$ cat src/rtl/vend_pkg.sv
// Shared coin codes, coin values and controller state encoding for the vending controller.
package vend_pkg;

  localparam logic [1:0] COIN_N = 2'b00;
  localparam logic [1:0] COIN_D = 2'b01;
  localparam logic [1:0] COIN_Q = 2'b10;
  localparam logic [1:0] COIN_X = 2'b11;

  localparam int VAL_N = 5;
  localparam int VAL_D = 10;
  localparam int VAL_Q = 25;

  typedef enum logic [2:0] {
    ST_IDLE     = 3'd0,
    ST_VEND_ON  = 3'd1,
    ST_VEND_GAP = 3'd2,
    ST_CHG_ON   = 3'd3,
    ST_CHG_GAP  = 3'd4
  } state_e;

  // Invalid codes are worth nothing so they never disturb the credit.
  function automatic int coin_value(input logic [1:0] sel);
    case (sel)
      COIN_N:  coin_value = VAL_N;
      COIN_D:  coin_value = VAL_D;
      COIN_Q:  coin_value = VAL_Q;
      default: coin_value = 0;
    endcase
  endfunction

endpackage

$ cat src/rtl/vend_pulse_timer.sv
// Loadable down-counter timing the ON and GAP phases; done is high once the count reaches zero.
module vend_pulse_timer #(
  parameter int PULSE_CYC = 2,
  parameter int TW        = $clog2(PULSE_CYC + 1)
) (
  input  logic CLK,
  input  logic RSTN,
  input  logic load_i,
  output logic done_o
);

  localparam logic [TW-1:0] LOAD_VAL = TW'(PULSE_CYC - 1);

  logic [TW-1:0] cnt_q;
  logic [TW-1:0] cnt_d;

  // Counter register.
  always_ff @(posedge CLK or negedge RSTN) begin
    if (!RSTN) begin
      cnt_q <= '0;
    end else begin
      cnt_q <= cnt_d;
    end
  end

  // Load takes priority; otherwise count down and rest at zero.
  always_comb begin
    cnt_d = cnt_q;
    if (load_i) begin
      cnt_d = LOAD_VAL;
    end else if (cnt_q != '0) begin
      cnt_d = cnt_q - TW'(1);
    end else begin
      cnt_d = cnt_q;
    end
  end

  assign done_o = (cnt_q == '0);

endmodule

$ cat src/rtl/vend_ctrl_param.sv
// Parametrised vending controller: coin credit, vend pulse, greedy change/refund pulses, error and ready flags.
module vend_ctrl_param
  import vend_pkg::*;
#(
  parameter int PRICE     = 30,
  parameter int PULSE_CYC = 2,
  parameter int CREDIT_W  = 7
) (
  input  logic                CLK,
  input  logic                RSTN,
  input  logic                COIN_VALID,
  input  logic [1:0]          COIN_SEL,
  input  logic                CANCEL,
  output logic                RDY,
  output logic                LD0,
  output logic                LD1,
  output logic                LD2,
  output logic                LD3,
  output logic                ERR,
  output logic [CREDIT_W-1:0] CREDIT
);

  localparam logic [CREDIT_W-1:0] PRICE_C = CREDIT_W'(PRICE);
  localparam logic [CREDIT_W-1:0] N_C     = CREDIT_W'(VAL_N);
  localparam logic [CREDIT_W-1:0] D_C     = CREDIT_W'(VAL_D);
  localparam logic [CREDIT_W-1:0] Q_C     = CREDIT_W'(VAL_Q);

  state_e               state_q, state_d;
  logic [CREDIT_W-1:0]  credit_q, credit_d;
  logic [3:0]           ld_q, ld_d;  // {LD3, LD2, LD1, LD0}
  logic                 err_q, err_d;
  logic                 rdy_q, rdy_d;

  logic                 coin_ok_s;
  logic [CREDIT_W-1:0]  coin_add_s;
  logic [CREDIT_W-1:0]  sum_s;
  logic [CREDIT_W-1:0]  chg_src_s;
  logic [CREDIT_W-1:0]  chg_rem_s;
  logic [3:0]           chg_ld_s;
  logic                 tmr_load_s;
  logic                 tmr_done_s;

  vend_pulse_timer #(.PULSE_CYC(PULSE_CYC)) u_timer (
    .CLK    (CLK),
    .RSTN   (RSTN),
    .load_i (tmr_load_s),
    .done_o (tmr_done_s)
  );

  // State and registered outputs.
  always_ff @(posedge CLK or negedge RSTN) begin
    if (!RSTN) begin
      state_q  <= ST_IDLE;
      credit_q <= '0;
      ld_q     <= 4'b0000;
      err_q    <= 1'b0;
      rdy_q    <= 1'b1;
    end else begin
      state_q  <= state_d;
      credit_q <= credit_d;
      ld_q     <= ld_d;
      err_q    <= err_d;
      rdy_q    <= rdy_d;
    end
  end

  // Next-state, credit bookkeeping and greedy coin choice.
  always_comb begin
    coin_ok_s  = COIN_VALID && (COIN_SEL != COIN_X);
    coin_add_s = coin_ok_s ? CREDIT_W'(coin_value(COIN_SEL)) : '0;
    sum_s      = credit_q + coin_add_s;
    // In IDLE a refund pays out the coin arriving this cycle as well.
    chg_src_s  = (state_q == ST_IDLE) ? sum_s : credit_q;
    if (chg_src_s >= Q_C) begin
      chg_ld_s  = 4'b1000;
      chg_rem_s = chg_src_s - Q_C;
    end else if (chg_src_s >= D_C) begin
      chg_ld_s  = 4'b0010;
      chg_rem_s = chg_src_s - D_C;
    end else begin
      chg_ld_s  = 4'b0100;
      chg_rem_s = chg_src_s - N_C;
    end

    state_d    = state_q;
    credit_d   = credit_q;
    ld_d       = ld_q;
    err_d      = 1'b0;
    tmr_load_s = 1'b0;

    case (state_q)
      ST_IDLE: begin
        ld_d  = 4'b0000;
        err_d = COIN_VALID && (COIN_SEL == COIN_X);
        if (CANCEL && (sum_s != '0)) begin
          state_d    = ST_CHG_ON;
          credit_d   = chg_rem_s;
          ld_d       = chg_ld_s;
          tmr_load_s = 1'b1;
        end else if (sum_s >= PRICE_C) begin
          state_d    = ST_VEND_ON;
          credit_d   = sum_s - PRICE_C;
          ld_d       = 4'b0001;
          tmr_load_s = 1'b1;
        end else begin
          credit_d = sum_s;
        end
      end
      ST_VEND_ON, ST_CHG_ON: begin
        if (tmr_done_s) begin
          state_d    = (state_q == ST_VEND_ON) ? ST_VEND_GAP : ST_CHG_GAP;
          ld_d       = 4'b0000;
          tmr_load_s = 1'b1;
        end else begin
          state_d = state_q;
        end
      end
      ST_VEND_GAP, ST_CHG_GAP: begin
        if (tmr_done_s && (credit_q != '0)) begin
          state_d    = ST_CHG_ON;
          credit_d   = chg_rem_s;
          ld_d       = chg_ld_s;
          tmr_load_s = 1'b1;
        end else if (tmr_done_s) begin
          state_d = ST_IDLE;
        end else begin
          state_d = state_q;
        end
      end
      default: begin
        state_d  = ST_IDLE;
        credit_d = '0;
        ld_d     = 4'b0000;
      end
    endcase

    rdy_d = (state_d == ST_IDLE);
  end

  assign RDY    = rdy_q;
  assign LD0    = ld_q[0];
  assign LD1    = ld_q[1];
  assign LD2    = ld_q[2];
  assign LD3    = ld_q[3];
  assign ERR    = err_q;
  assign CREDIT = credit_q;

endmodule

$ cat config.mk
export PLATFORM = sky130hd
export DESIGN_NAME = vend_ctrl_param
export DESIGN_NICKNAME = d
export VERILOG_FILES = /design/src/rtl/vend_pkg.sv /design/src/rtl/vend_pulse_timer.sv /design/src/rtl/vend_ctrl_param.sv
export SDC_FILE = /design/constraint.sdc
export NUM_CORES = 1
export LEC_CHECK = 0
export BUFFER_PORTS_ARGS = -buffer_cell sky130_fd_sc_hd__buf_2
export CORE_UTILIZATION = 55
export CTS_BUF_LIST = sky130_fd_sc_hd__clkbuf_16
export CTS_CLUSTER_SIZE = 30
export DETAILED_ROUTE_END_ITERATION = 10
export GPL_TIMING_DRIVEN = 0
export PLACE_DENSITY_LB_ADDON = 0.3
export SYNTH_ARGS = -nofsm -noshare
export SYNTH_HDL_FRONTEND = slang
export SYNTH_SLANG_ARGS = --single-unit
$ cat constraint.sdc
create_clock -name CLK -period 8.6 [get_ports CLK]
set_clock_uncertainty 0.15 [all_clocks]
set_input_delay 1.29 -clock CLK [delete_from_list [all_inputs] [get_ports CLK]]
set_output_delay 1.29 -clock CLK [all_outputs]
set_load 0.01 [all_outputs]
==> out/qor.yml, run 1 <==
final_hold_viol_count: 0
boundaryPins: 19
yosys_most_used_dff: "sky130_fd_sc_hd__dfrtp_1"
placementRows: 21
path_buf_inv: 4
crit_family: "compound AO/OA/AOI/OAI gates"
post_route_cells_drive_above_1_share_pct: 17.4
critPathCaptureType: "flip-flop"
grt_use_total_pct: 28.0
cp.required_ns: 8.56
rsz0062_at_grt: "false"
detailedRoute.firstPassIterationCount: 4
timing.hold.worst.class: "flip-flop to flip-flop"
synth_top_family_by_area: "compound AO/OA/AOI/OAI gates"
final_net_count: 285
drt-vias-per-instance: 6.30
synth_top_area_share_pct: 20.6
grt_max_degree: 19
clock-root-buffer: "sky130_fd_sc_hd__clkbuf_16"
finalSetupTns_ns: 0
vias: 1916
netlist_area_sq_mm: 0.00206
timing.final.setup_violations: 0
area_growth_syn_to_layout_pct: 11.0
synth_async_sr_flop_share_pct: 100
final-max-slew-violation-count: 0
io_port_bufs: 18
filler_cell_count: 306
synth_seq_cells: 18
cts.repair.resized: 0
synth.most_common_cell: "sky130_fd_sc_hd__nand2_1"
synth_simple_gate_area_share_pct: 20.3
yosysUniqueCellTypes: 66
layout_min_cycle_time_ns: 5.35
synth-compound-area-share_pct: 29.9
worst_margin_slew_ns: 0.681
worst_path_most_repeated_cell: "sky130_fd_sc_hd__ha_1"
synth_adder_area_share_pct: 12.5
start_util_pct: 59.5
detail_placement_hpwl_mm: 3.90
syn-num-nets: 262
startpoint_type: "input port"
syn_inst: 236
antenna_found_initial: 0
vias_in_the_first_global_route: 1811
wl_per_cell_microns: 16.8
crit_type: "input port to flip-flop"
synth_enable_flop_cells: 0
ff2ff_path_depth: 14
dieHeight_microns: 63.2
synth.avg_cell_area_sq_um: 8.74
critical_path_arrival_ns: 5.31
outcome: "finished clean"
post_synth_xor_area_fraction_pct: 6.25
cts.reportedPaths.clkPinSlew_ns: 0.05
sequential_share_of_the_synthesized_area_pct: 21.9
ys_top_cells_by_area: "sky130_fd_sc_hd__dfrtp_1 21%, sky130_fd_sc_hd__ha_1 12%, sky130_fd_sc_hd__nand2_1 3.8%"
critical_path.slowest_cell: "sky130_fd_sc_hd__mux2i_2"
max_freq_mhz: 187
detail_route.drc_violations: 0
final.period_utilization_pct: 62.2
maxCapViolCount: 0
gpl.final_weighted_congestion: 0.904
maxSlewHeadroom_pct: 53.7
detailedRoute.firstIterationViolations: 151
core_sq_mm: 0.00347
peak_per_stage_delay_on_the_critical_path_ns: 0.56
post_cts.repair.setup_buffers: 0
grt_first_pass_wirelength_mm: 8.83
source_to_sink_clock_delay_at_the_later_pin_of_the_worst_skew_pair_ns: 0.25
synth.largest_area_cell: "sky130_fd_sc_hd__dfrtp_1"
ctsLongestPathBuffers: 2
yosys-mux-area-fraction_pct: 3.58
cts_htree_levels: 1
multi_input_comb_area_sq_mm: 0.00150
ant_nets: 0
insertedDiodeCount: 0
clkSinkCount: 18
count_of_hold_buffers_inserted_by_post_cts_repair: 0
fp.dieW_microns: 63.2
layout.area.seq_sq_um: 452
yosys_warn_count: 0
die-area_sq_mm: 0.00400
crit_chain: "buf_2, ha_1, nor2b_1, o21a_1, ha_1, inv_1, fa_1, xor2_1, inv_2, mux2i_2, ha_1, inv_1, a21o_1, a21oi_4, o311ai_4, a32o_1, a222oi_1, o41ai_1"
cts_tree: "built"
numCtsBuffers: 3
drt-total-wl_mm: 5.10
path_depth: 18
grt_overflow_total: 0
whs_path_depth: 1
worst-path-max-fanout: 10
leading_post_synthesis_cells_by_instance_count: "21 x sky130_fd_sc_hd__nand2_1, 19 x sky130_fd_sc_hd__ha_1, 17 x sky130_fd_sc_hd__dfrtp_1, 15 x sky130_fd_sc_hd__inv_1, 14 x sky130_fd_sc_hd__nor2_1"
## final timing paths
kind | startpoint | to | slack (ns)
setup / recovery | COIN_SEL[0] | CREDIT[6] | 3.25
hold / removal | ld_q[0] | ld_q[0] | 0.33
setup reg to reg | state_q[1] | CREDIT[2] | 4.45
hold reg to reg | ld_q[0] | ld_q[0] | 0.33
max in group asynchronous | RSTN | RDY | 7.16
min in group asynchronous | RSTN | u_timer.cnt_q[0] | 0.82
## cell families (layout without fill, tap and decap cells)
logic type               after synthesis  count (layout)
AND/OR/NAND/NOR                       81              81
multiplexers                           6               6
flip-flops                            18              18
buffers and inverters                 26              48
XOR/XNOR                              13              13
adder cells (fa/ha/maj)               20              20
AO/OA/AOI/OAI                         72              72
## flip-flops by register name (all words and copies together), names as in the netlist
name and cells:
ERR 1, ld_q 4, CREDIT 7, RDY 1
state_q 3, u_timer.cnt_q 2
## metal layers
metal | GRT usage, % | vias to the layer above | share of wire (%)
met1 | 38.3 | 927 | 45
met3 | 3.62 | 10 | 5.1
li1 | - | 919 | -
met2 | 46.0 | 60 | 48
met4 | 8.24 | 0 | 1.7
met5 | 0 | - | 0
## cell usage in the layout, fill, tap and decap left out, types with 4 or more instances in the layout
cell type | Yosys | final
sky130_fd_sc_hd__or3_1 | 6 | 6
sky130_fd_sc_hd__a21oi_1 | 10 | 10
sky130_fd_sc_hd__clkbuf_1 | 7 | 7
sky130_fd_sc_hd__ha_1 | 19 | 19
sky130_fd_sc_hd__and2_1 | 7 | 7
sky130_fd_sc_hd__inv_1 | 15 | 15
sky130_fd_sc_hd__xor2_1 | 6 | 6
sky130_fd_sc_hd__nand2_1 | 21 | 21
sky130_fd_sc_hd__nand2b_1 | 4 | 4
sky130_fd_sc_hd__nor2_1 | 14 | 14
sky130_fd_sc_hd__xnor2_1 | 5 | 5
sky130_fd_sc_hd__nand3_1 | 10 | 10
sky130_fd_sc_hd__o21ai_0 | 5 | 5
sky130_fd_sc_hd__dfrtp_1 | 17 | 17
sky130_fd_sc_hd__buf_2 | 1 | 19
sky130_fd_sc_hd__and3_1 | 4 | 4
sky130_fd_sc_hd__nor3_1 | 4 | 4
sky130_fd_sc_hd__o21ai_1 | 8 | 8
## through the flow
step | setup WS (ns) | area (sq um) | utilization [%] | hold WS [ns] | std cells
floorplan | 3.70 | 2060 | - | 0.340 | 236
global placement | 3.08 | 2210 | 63.7 | 0.306 | 300
detailed placement | 3.02 | 2210 | 63.7 | 0.315 | 300
CTS | 3.25 | 2290 | 66.0 | 0.327 | 304
global route | 2.86 | 2290 | 66.0 | 0.358 | 304
finish | 3.25 | 2290 | 66.0 | 0.328 | 304
## area by class of cell
type,instances,share of cell area [%]
Multi-Input combinational cell,192,65.4
Sequential cell,18,19.7
Timing Repair Buffer,18,3.94
Clock buffer,3,3.28
Inverter,16,2.62
Tap cell,46,2.52
Buffer,10,2.35
Clock inverter,1,0.164
Power of run 1 is left out: the tool's default activity adds up to more than one toggle a clock period on the data nets, which glitch-free logic cannot reach.
==> run 2: changes to the inputs <==
--- a/config.mk
+++ b/config.mk
@@ -6,7 +6,7 @@
 export NUM_CORES = 1
 export LEC_CHECK = 0
 export BUFFER_PORTS_ARGS = -buffer_cell sky130_fd_sc_hd__buf_2
-export CORE_UTILIZATION = 55
+export CORE_UTILIZATION = 54
 export CTS_BUF_LIST = sky130_fd_sc_hd__clkbuf_16
 export CTS_CLUSTER_SIZE = 30
 export DETAILED_ROUTE_END_ITERATION = 10
==> constraint.sdc (replaced) <==
create_clock -name CLK -period 4.8 [get_ports CLK]
set_clock_uncertainty 0.15 [all_clocks]
set_input_delay 0.72 -clock CLK [delete_from_list [all_inputs] [get_ports CLK]]
set_output_delay 0.72 -clock CLK [all_outputs]
set_load 0.01 [all_outputs]
==> out/qor.yml, run 2 (synthesis results as in run 1) <==
ant_nets: 0  # unchanged
timing.final.setup_violations: 0  # unchanged
grt_max_degree: 19  # unchanged
max_freq_mhz: 219
drt-vias-per-instance: 6.31  # about the same
cp.required_ns: 4.77  # -3.79 ns
worst_margin_slew_ns: 0.699  # +0.0177 ns
grt_first_pass_wirelength_mm: 7.82  # -11%
grt_use_total_pct: 24.9  # -3.1 points
insertedDiodeCount: 0  # unchanged
vias_in_the_first_global_route: 1721  # -5.0%
detailedRoute.firstPassIterationCount: 5  # +1
numCtsBuffers: 3  # unchanged
post_cts.repair.setup_buffers: 0  # unchanged
startpoint_type: "input port"
wl_per_cell_microns: 16.1  # -4.0%
start_util_pct: 56.3  # -3.1 points
crit_chain: "buf_2, ha_1, nor2b_1, o21a_1, ha_1, inv_1, fa_1, xor2_1, inv_2, mux2i_4, ha_1, inv_1, a21o_1, a21oi_4, o311ai_4, a32o_1, a222oi_1, o41ai_1"
maxSlewHeadroom_pct: 53.2  # -0.53 points
worst-path-max-fanout: 10  # unchanged
core_sq_mm: 0.00366  # +5.6%
cts_htree_levels: 1  # unchanged
most-common-layout-cells: "21 x sky130_fd_sc_hd__nand2_1, 19 x sky130_fd_sc_hd__buf_2, 19 x sky130_fd_sc_hd__ha_1, 17 x sky130_fd_sc_hd__dfrtp_1, 16 x sky130_fd_sc_hd__inv_1"
detail_placement_hpwl_mm: 3.74  # -4.1%
placementRows: 22  # +4.8%
cts.reportedPaths.clkPinSlew_ns: 0.05  # about the same
crit_type: "input port to flip-flop"
outcome: "finished clean"
detail_route.drc_violations: 0  # unchanged
maxCapViolCount: 0  # unchanged
timing.hold.worst.class: "input port to asynchronous set/reset pin"
crit_family: "compound AO/OA/AOI/OAI gates"
gpl.final_weighted_congestion: 0.870  # -3.8%
critical_path_arrival_ns: 4.53  # -0.78 ns
finalSetupTns_ns: 0  # unchanged
boundaryPins: 19  # unchanged
post_route_cells_drive_above_1_share_pct: 17.8  # +0.39 points
peak_per_stage_delay_on_the_critical_path_ns: 0.40  # -0.16 ns
final.period_utilization_pct: 95.0
io_port_bufs: 18  # unchanged
critPathCaptureType: "flip-flop"
detailedRoute.firstIterationViolations: 119  # -21%
largest_register_ffs: 7  # unchanged
area_growth_syn_to_layout_pct: 11.7
path_buf_inv: 4  # unchanged
drt-total-wl_mm: 4.93  # -3.4%
clkSinkCount: 18  # unchanged
final_hold_viol_count: 0  # unchanged
final_net_count: 285  # unchanged
fp.dieW_microns: 63.8  # +0.89%
layout_min_cycle_time_ns: 4.56
worst_path_most_repeated_cell: "sky130_fd_sc_hd__ha_1"
ctsLongestPathBuffers: 2  # unchanged
cts_tree: "built"
filler_cell_count: 312  # +2.0%
layout.cells.most_common: "sky130_fd_sc_hd__nand2_1"
critical_path.slowest_cell: "sky130_fd_sc_hd__fa_1"
rsz0062_at_grt: "false"
antenna_found_initial: 0  # unchanged
final-max-slew-violation-count: 0  # unchanged
dieHeight_microns: 63.8  # +0.89%
die-area_sq_mm: 0.00407  # +1.8%
source_to_sink_clock_delay_at_the_later_pin_of_the_worst_skew_pair_ns: 0.25  # about the same
grt_overflow_total: 0  # unchanged
clock-root-buffer: "sky130_fd_sc_hd__clkbuf_16"
vias: 1930  # +0.73%
==> run 2: routing by layer <==
| metal | wire, microns | up-vias | track usage, % | share of wire (%) |
|---|---|---|---|---|
| li1 | - | 922 | - | - |
| met1 | 2220 | 914 | 34.0 | 45 |
| met2 | 2270 | 79 | 40.3 | 46 |
| met3 | 297 | 15 | 1.96 | 6.0 |
| met4 | 143 | 0 | 10.5 | 2.9 |
| met5 | 0 | - | 0 | 0 |
==> run 2: path summary, 6_finish.rpt <==
check                                 start   endpoint  slack (ns)  cells past startpoint
worst max-delay path            COIN_SEL[0]  CREDIT[6]        0.24                     18
worst min-delay path                   RSTN    ld_q[1]        0.25                      1
worst max register to register   state_q[1]  CREDIT[2]        0.80                     14
worst min register to register      ld_q[0]    ld_q[0]        0.32                      1
max in group asynchronous              RSTN        RDY        3.93                      1
min in group CLK                    ld_q[0]    ld_q[0]        0.32                      1
==> run 2: stage by stage <==
step                      cell area, sq um  hold WS [ns]  worst slack (ns)  util [%]  cells
final                                 2300         0.247             0.241      62.9    306
after global routing                  2300         0.283            0.0176      62.9    306
after CTS                             2290         0.255            0.0526      62.6    306
after detailed placement              2210         0.314            -0.190      60.4    302
after global placement                2210         0.308            -0.150      60.4    302
after floorplan                       2060         0.274             0.472         -    236
==> run 2: cell type report <==
type | instances | area [sq um] | area share [%]
Sequential cell | 18 | 452 | 19.6
Clock inverter | 1 | 3.75 | 0.163
Clock buffer | 3 | 75.1 | 3.26
Buffer | 10 | 53.8 | 2.34
Timing Repair Buffer | 18 | 90.1 | 3.91
Inverter | 16 | 60.1 | 2.61
Multi-Input combinational cell | 192 | 1510 | 65.5
Tap cell | 48 | 60.1 | 2.61
==> run 2: what timing repair did <==
action                                  4_1_cts  5_1_grt
hold buffers                                  0        0
endpoints found under the setup margin        0        5
resized for setup                             0        2
Power of run 2 is left out for the same reason.
